### config.mk
export PLATFORM = sky130hd
export DESIGN_NAME = parking_allocator16
export DESIGN_NICKNAME = d
export VERILOG_FILES = /design/src/rtl/park_pkg.sv /design/src/rtl/park_free_enc16.sv /design/src/rtl/parking_allocator16.sv
export SDC_FILE = /design/constraint.sdc
export NUM_CORES = 1
export LEC_CHECK = 0
export ABC_CLOCK_PERIOD_IN_PS = 4600
export CAP_MARGIN = 10
export CORE_AREA = 8 8 79 81
export DETAILED_ROUTE_END_ITERATION = 8
export DIE_AREA = 0 0 87 89
export GPL_TIMING_DRIVEN = 0
export HOLD_SLACK_MARGIN = 0.02
export PLACE_DENSITY = 0.69
export SLEW_MARGIN = 5
export SYNTH_ARGS = -nofsm -noshare
export SYNTH_HDL_FRONTEND = slang
export SYNTH_HIERARCHICAL = 1
export SYNTH_SLANG_ARGS = --single-unit
### constraint.sdc
create_clock -name clk -period 4.6 [get_ports clk]
set_input_delay 0.69 -clock clk [delete_from_list [all_inputs] [get_ports clk]]
set_output_delay 0.69 -clock clk [all_outputs]
set_load 0.005 [all_outputs]
### src/rtl/park_pkg.sv
// Shared constants, FSM state type and small helpers for the 16-slot parking allocator.
package park_pkg;

    localparam int NUM_SLOTS = 16;
    localparam int SLOT_W    = 4;
    localparam int CNT_W     = 5;
    localparam int GATE_W    = 4;

    typedef enum logic [0:0] {
        IDLE = 1'b0,
        GATE = 1'b1
    } park_state_e;

    // One-hot mask selecting a single slot bit.
    function automatic logic [NUM_SLOTS-1:0] slot_onehot(input logic [SLOT_W-1:0] idx);
        logic [NUM_SLOTS-1:0] m;
        m      = {NUM_SLOTS{1'b0}};
        m[idx] = 1'b1;
        return m;
    endfunction

endpackage

### src/rtl/park_free_enc16.sv
// Combinational lowest-index free-slot finder over the occupancy map.
module park_free_enc16
    import park_pkg::*;
(
    input  logic [NUM_SLOTS-1:0] slots,
    output logic [SLOT_W-1:0]    idx,
    output logic                 found
);

    // Scan from the top down so the last hit, i.e. the lowest free index, wins.
    always_comb begin
        idx   = {SLOT_W{1'b0}};
        found = 1'b0;
        for (int i = NUM_SLOTS - 1; i >= 0; i--) begin
            if (!slots[i]) begin
                idx   = SLOT_W'(i);
                found = 1'b1;
            end else begin
                found = found;
            end
        end
    end

endmodule

### src/rtl/parking_allocator16.sv
// 16-slot parking allocator: grants the lowest free slot, denies when full,
// holds the entry gate open for GATE_CYCLES cycles and tracks departures.
module parking_allocator16
    import park_pkg::*;
#(
    parameter int GATE_CYCLES = 4
) (
    input  logic                 clk,
    input  logic                 rst_n,
    input  logic                 arr_req,
    input  logic                 dep_valid,
    input  logic [SLOT_W-1:0]    dep_slot,
    output logic                 arr_grant,
    output logic [SLOT_W-1:0]    arr_slot,
    output logic                 arr_deny,
    output logic                 gate_open,
    output logic [NUM_SLOTS-1:0] slots,
    output logic [CNT_W-1:0]     occ_count,
    output logic                 all_full,
    output logic                 any_free,
    output logic                 dep_err
);

    park_state_e          state_q, state_d;
    logic [GATE_W-1:0]    cnt_q, cnt_d;
    logic [NUM_SLOTS-1:0] slots_q, slots_d;
    logic [CNT_W-1:0]     occ_q, occ_d;
    logic                 grant_q, grant_d;
    logic [SLOT_W-1:0]    slot_q, slot_d;
    logic                 deny_q, deny_d;
    logic                 gate_q, gate_d;
    logic                 derr_q, derr_d;

    logic [SLOT_W-1:0]    free_idx_s;
    logic                 free_found_s;
    logic                 alloc_s;
    logic                 dep_ok_s;
    logic [NUM_SLOTS-1:0] set_mask_s;
    logic [NUM_SLOTS-1:0] clr_mask_s;

    park_free_enc16 u_free_enc (
        .slots (slots_q),
        .idx   (free_idx_s),
        .found (free_found_s)
    );

    // Next-state logic: allocation, departure, occupancy count and gate timing.
    always_comb begin
        alloc_s  = (state_q == IDLE) && arr_req && free_found_s;
        dep_ok_s = dep_valid && slots_q[dep_slot];

        // Allocation picks from the pre-edge map, so a slot freed this edge is not reused yet.
        set_mask_s = alloc_s  ? slot_onehot(free_idx_s) : {NUM_SLOTS{1'b0}};
        clr_mask_s = dep_ok_s ? slot_onehot(dep_slot)   : {NUM_SLOTS{1'b0}};
        slots_d    = (slots_q | set_mask_s) & ~clr_mask_s;

        case ({alloc_s, dep_ok_s})
            2'b10:   occ_d = occ_q + 5'd1;
            2'b01:   occ_d = occ_q - 5'd1;
            default: occ_d = occ_q;
        endcase

        grant_d = alloc_s;
        slot_d  = alloc_s ? free_idx_s : {SLOT_W{1'b0}};
        deny_d  = (state_q == IDLE) && arr_req && !free_found_s;
        derr_d  = dep_valid && !slots_q[dep_slot];

        state_d = state_q;
        cnt_d   = cnt_q;
        case (state_q)
            IDLE: begin
                if (alloc_s) begin
                    state_d = GATE;
                    cnt_d   = GATE_W'(GATE_CYCLES);
                end else begin
                    state_d = IDLE;
                    cnt_d   = cnt_q;
                end
            end
            GATE: begin
                cnt_d = cnt_q - 4'd1;
                if (cnt_q <= 4'd1) begin
                    state_d = IDLE;
                end else begin
                    state_d = GATE;
                end
            end
            default: begin
                state_d = IDLE;
                cnt_d   = 4'd0;
            end
        endcase

        gate_d = (state_d == GATE);
    end

    // Single state register for the FSM, occupancy map and all registered outputs.
    always_ff @(posedge clk or negedge rst_n) begin
        if (!rst_n) begin
            state_q <= IDLE;
            cnt_q   <= 4'd0;
            slots_q <= 16'h0000;
            occ_q   <= 5'd0;
            grant_q <= 1'b0;
            slot_q  <= 4'd0;
            deny_q  <= 1'b0;
            gate_q  <= 1'b0;
            derr_q  <= 1'b0;
        end else begin
            state_q <= state_d;
            cnt_q   <= cnt_d;
            slots_q <= slots_d;
            occ_q   <= occ_d;
            grant_q <= grant_d;
            slot_q  <= slot_d;
            deny_q  <= deny_d;
            gate_q  <= gate_d;
            derr_q  <= derr_d;
        end
    end

    assign arr_grant = grant_q;
    assign arr_slot  = slot_q;
    assign arr_deny  = deny_q;
    assign gate_open = gate_q;
    assign slots     = slots_q;
    assign occ_count = occ_q;
    assign dep_err   = derr_q;
    assign all_full  = (slots_q == {NUM_SLOTS{1'b1}});
    assign any_free  = ~all_full;

endmodule

==> flow_summary.ini <==
[yosys]
synth_common_cells = dfrtp_1 (33), a21oi_1 (19), nor2_1 (18)
synth-main-ff-cell = dfrtp_1
yosysTopAreaCell = dfrtp_1
yosysMostFrequentCell = dfrtp_1
synth_seq_area_share_pct = 42.6
synthArstFlopShare_pct = 100
ys_ff_latch = 33
yosysWarnings = 6
syn_area_mm2 = 0.00194
synthCells = 205
synth_area_leaders = dfrtp_1 (43%), a21oi_1 (4.9%), o22a_1 (3.6%)
yosys.area.top_type_share_pct = 42.6
synth_cell_types = 48
synthesis.nets = 218
syn_avg_cell_area_um2 = 9.45
synth_edf_count = 0

[global_route]
grt_usage_pct = 13.2
grt_pass1_wl_um = 8020
grt_pass1_vias = 1662
grt_antenna_before_repair = 0
grt-ovfl-total = 0
grt_max_degree = 34

[clock_tree]
htree_levels = 2
clk_latency_ps = 270
cts_tree = done
cts_setup_buffers = 0
cts_sinks = 33
cts_hold_buf = 0
cts_root_buffer = clkbuf_8
cts_resized = 0
cts_max_path_buffers = 2
cts_made_buffers = 5
clk_pin_slew_worst_paths_ps = 60

[detailed_routing]
drtPass1Iterations = 4
postRouteAntennaNets = 0
routedWlPerCell_um = 15.6
vias = 1705
viasPerCell = 5.38
drt-initial-drc-count = 127
drc_errors = 0
wl_um = 4960

[die]
die_w_um = 87
num_rows = 26
start_util_pct = 38.9
core_area_mm2 = 0.00498
die-area_mm2 = 0.00774
die_height_um = 89
pin_count = 39

[critical_path]
cp.required_ps = 4800
crit_path_max_fanout = 10
end_kind = register
rrSetupSlack_ps = 1440
startpoint_type = input pin
arrival_ps = 3900
path_class = input pin to register

[sta]
hold_viol = 0
tns_ps = 0
skew_ps = 3.45
worstMarginPinSlew_ps = 709
relSlewSlack_pct = 52.7
period_share_pct = 80.4
setup_viol = 0
rsz0062_at_grt = no
fmax_mhz = 270
slew_violations = 0
period_minus_slack_ps = 3700
setup_slack_ps = 901

[power_and_ir_drop]
p_leak_nw = 1.06
vdd_drop_max_v = 0.000261
powerDensity_mw_per_mm2 = 499
swShare_pct = 39.1
internal_power_w = 0.000746
power.switching_w = 0.000478
p_clk_share_pct = 15.9
power_frac_comb_pct = 43.4
pwr-share-seq_pct = 40.7

[placed_design]
dpl.hpwl_um = 3620
gp_congestion = 0.830
placement.io_buffers = 36
post-place-ws_ps = 617
dpl_cell_area_mm2 = 0.00238

[layout]
syn_to_final_growth_pct = 26.7
diodes = 0
fillCellCount = 473
drive_gt1_share_pct = 6.88
final_nets = 261
fin_area_mm2 = 0.00245

[job]
max-cap-violations = 0

[status]
status = complete, no violations

[min_path]
holdCritPathClass = input pin to async pin
## sequential cells by signal, summed over array words and instances, names as in the netlist
signal,flops
arr_deny,1
arr_grant,1
arr_slot,4
cnt_q,4
dep_err,1
gate_open,1
occ_count,5
slots,16
## logic make-up (layout without fill, tap and decap cells)
family	count (synthesis)	count (layout)	synth area share, %
simple gates	83	83	24.2
compound gates	52	52	17.2
flops	33	33	42.6
buf+inv	17	59	3.81
mux	9	9	6.20
xor+xnor	6	6	2.71
fa+ha+maj	5	5	3.23
## path summary, 6_finish.rpt
check                        startpoint            to  cells after the start
max                         dep_slot[0]  occ_count[4]                     14
min                               rst_n     gate_open                      1
max reg2reg                   slots[14]  occ_count[4]                     12
min reg2reg                occ_count[4]  occ_count[4]                      1
max in group asynchronous         rst_n  occ_count[1]                      1
min in group clk           occ_count[4]  occ_count[4]                      1
## area by class of cell
type	count	area (µm²)	area share [%]
clock inverters	1	5.00	0.204
flip-flops and latches	33	826	33.6
inverters	10	37.5	1.53
multi-input cells	155	1040	42.3
well taps	70	87.6	3.57
repair buffers	36	355	14.5
clock buffers	5	68.8	2.80
plain buffers	7	36.3	1.48
## through the flow
step                      util [%]  hold slack, ps  cells  total power, W
final                         49.3             462    317         0.00122
after global routing          49.3             494    317         0.00133
after floorplan                  -             394    205        0.000793
after detailed placement      47.8             463    311         0.00104
after CTS                     49.3             474    317         0.00124
after global placement        47.9             460    311         0.00103
## cells in the final DEF, fill, tap and decap left out, types with 3 or more instances in the layout
master,count
nand2b_1,3
nand4_1,8
nand2_1,15
nand3_1,6
nor2b_1,4
clkbuf_1,3
a21oi_1,19
dfrtp_1,33
nor2_1,18
nor3_1,5
clkbuf_8,5
mux2i_1,6
a31oi_1,7
and3_1,6
inv_1,9
xor2_1,4
clkdlybuf4s50_1,35
o22a_1,8
and2_1,4
buf_2,3
o21ai_0,4
or3_1,3
ha_1,5
## worst max-delay path, cell delays in order
cell and delay, ps:
clkdlybuf4s50_1 450, buf_6 170, mux4_2 360, nand3b_4 110, nor2b_4 140, a21boi_0 350
ha_1 220, clkbuf_1 290, xor2_1 180, ha_1 200, nor2b_1 180, a31oi_1 100
o32ai_1 290, xor2_1 170
## power groups by stage
| stage | logic [W] | registers (W) | clock network, W |
|---|---|---|---|
| 2_1_floorplan | 0.000320 | 0.000473 | 0 |
| 3_3_place_gp | 0.000528 | 0.000502 | 0 |
| 3_5_place_dp | 0.000537 | 0.000502 | 0 |
| 4_1_cts | 0.000538 | 0.000498 | 0.000203 |
| 5_1_grt | 0.000600 | 0.000514 | 0.000211 |
| 6_report | 0.000531 | 0.000499 | 0.000194 |
## per-layer routing
layer  track usage (%)  up-vias  wire [µm]
li1                  -      829          -
met1              15.8      811       2180
met2              21.7       60       2320
met3              4.14        5        391
met4              4.69        0         61
met5                 0        -          0
Note: power is estimated with default switching activity, not from simulation.
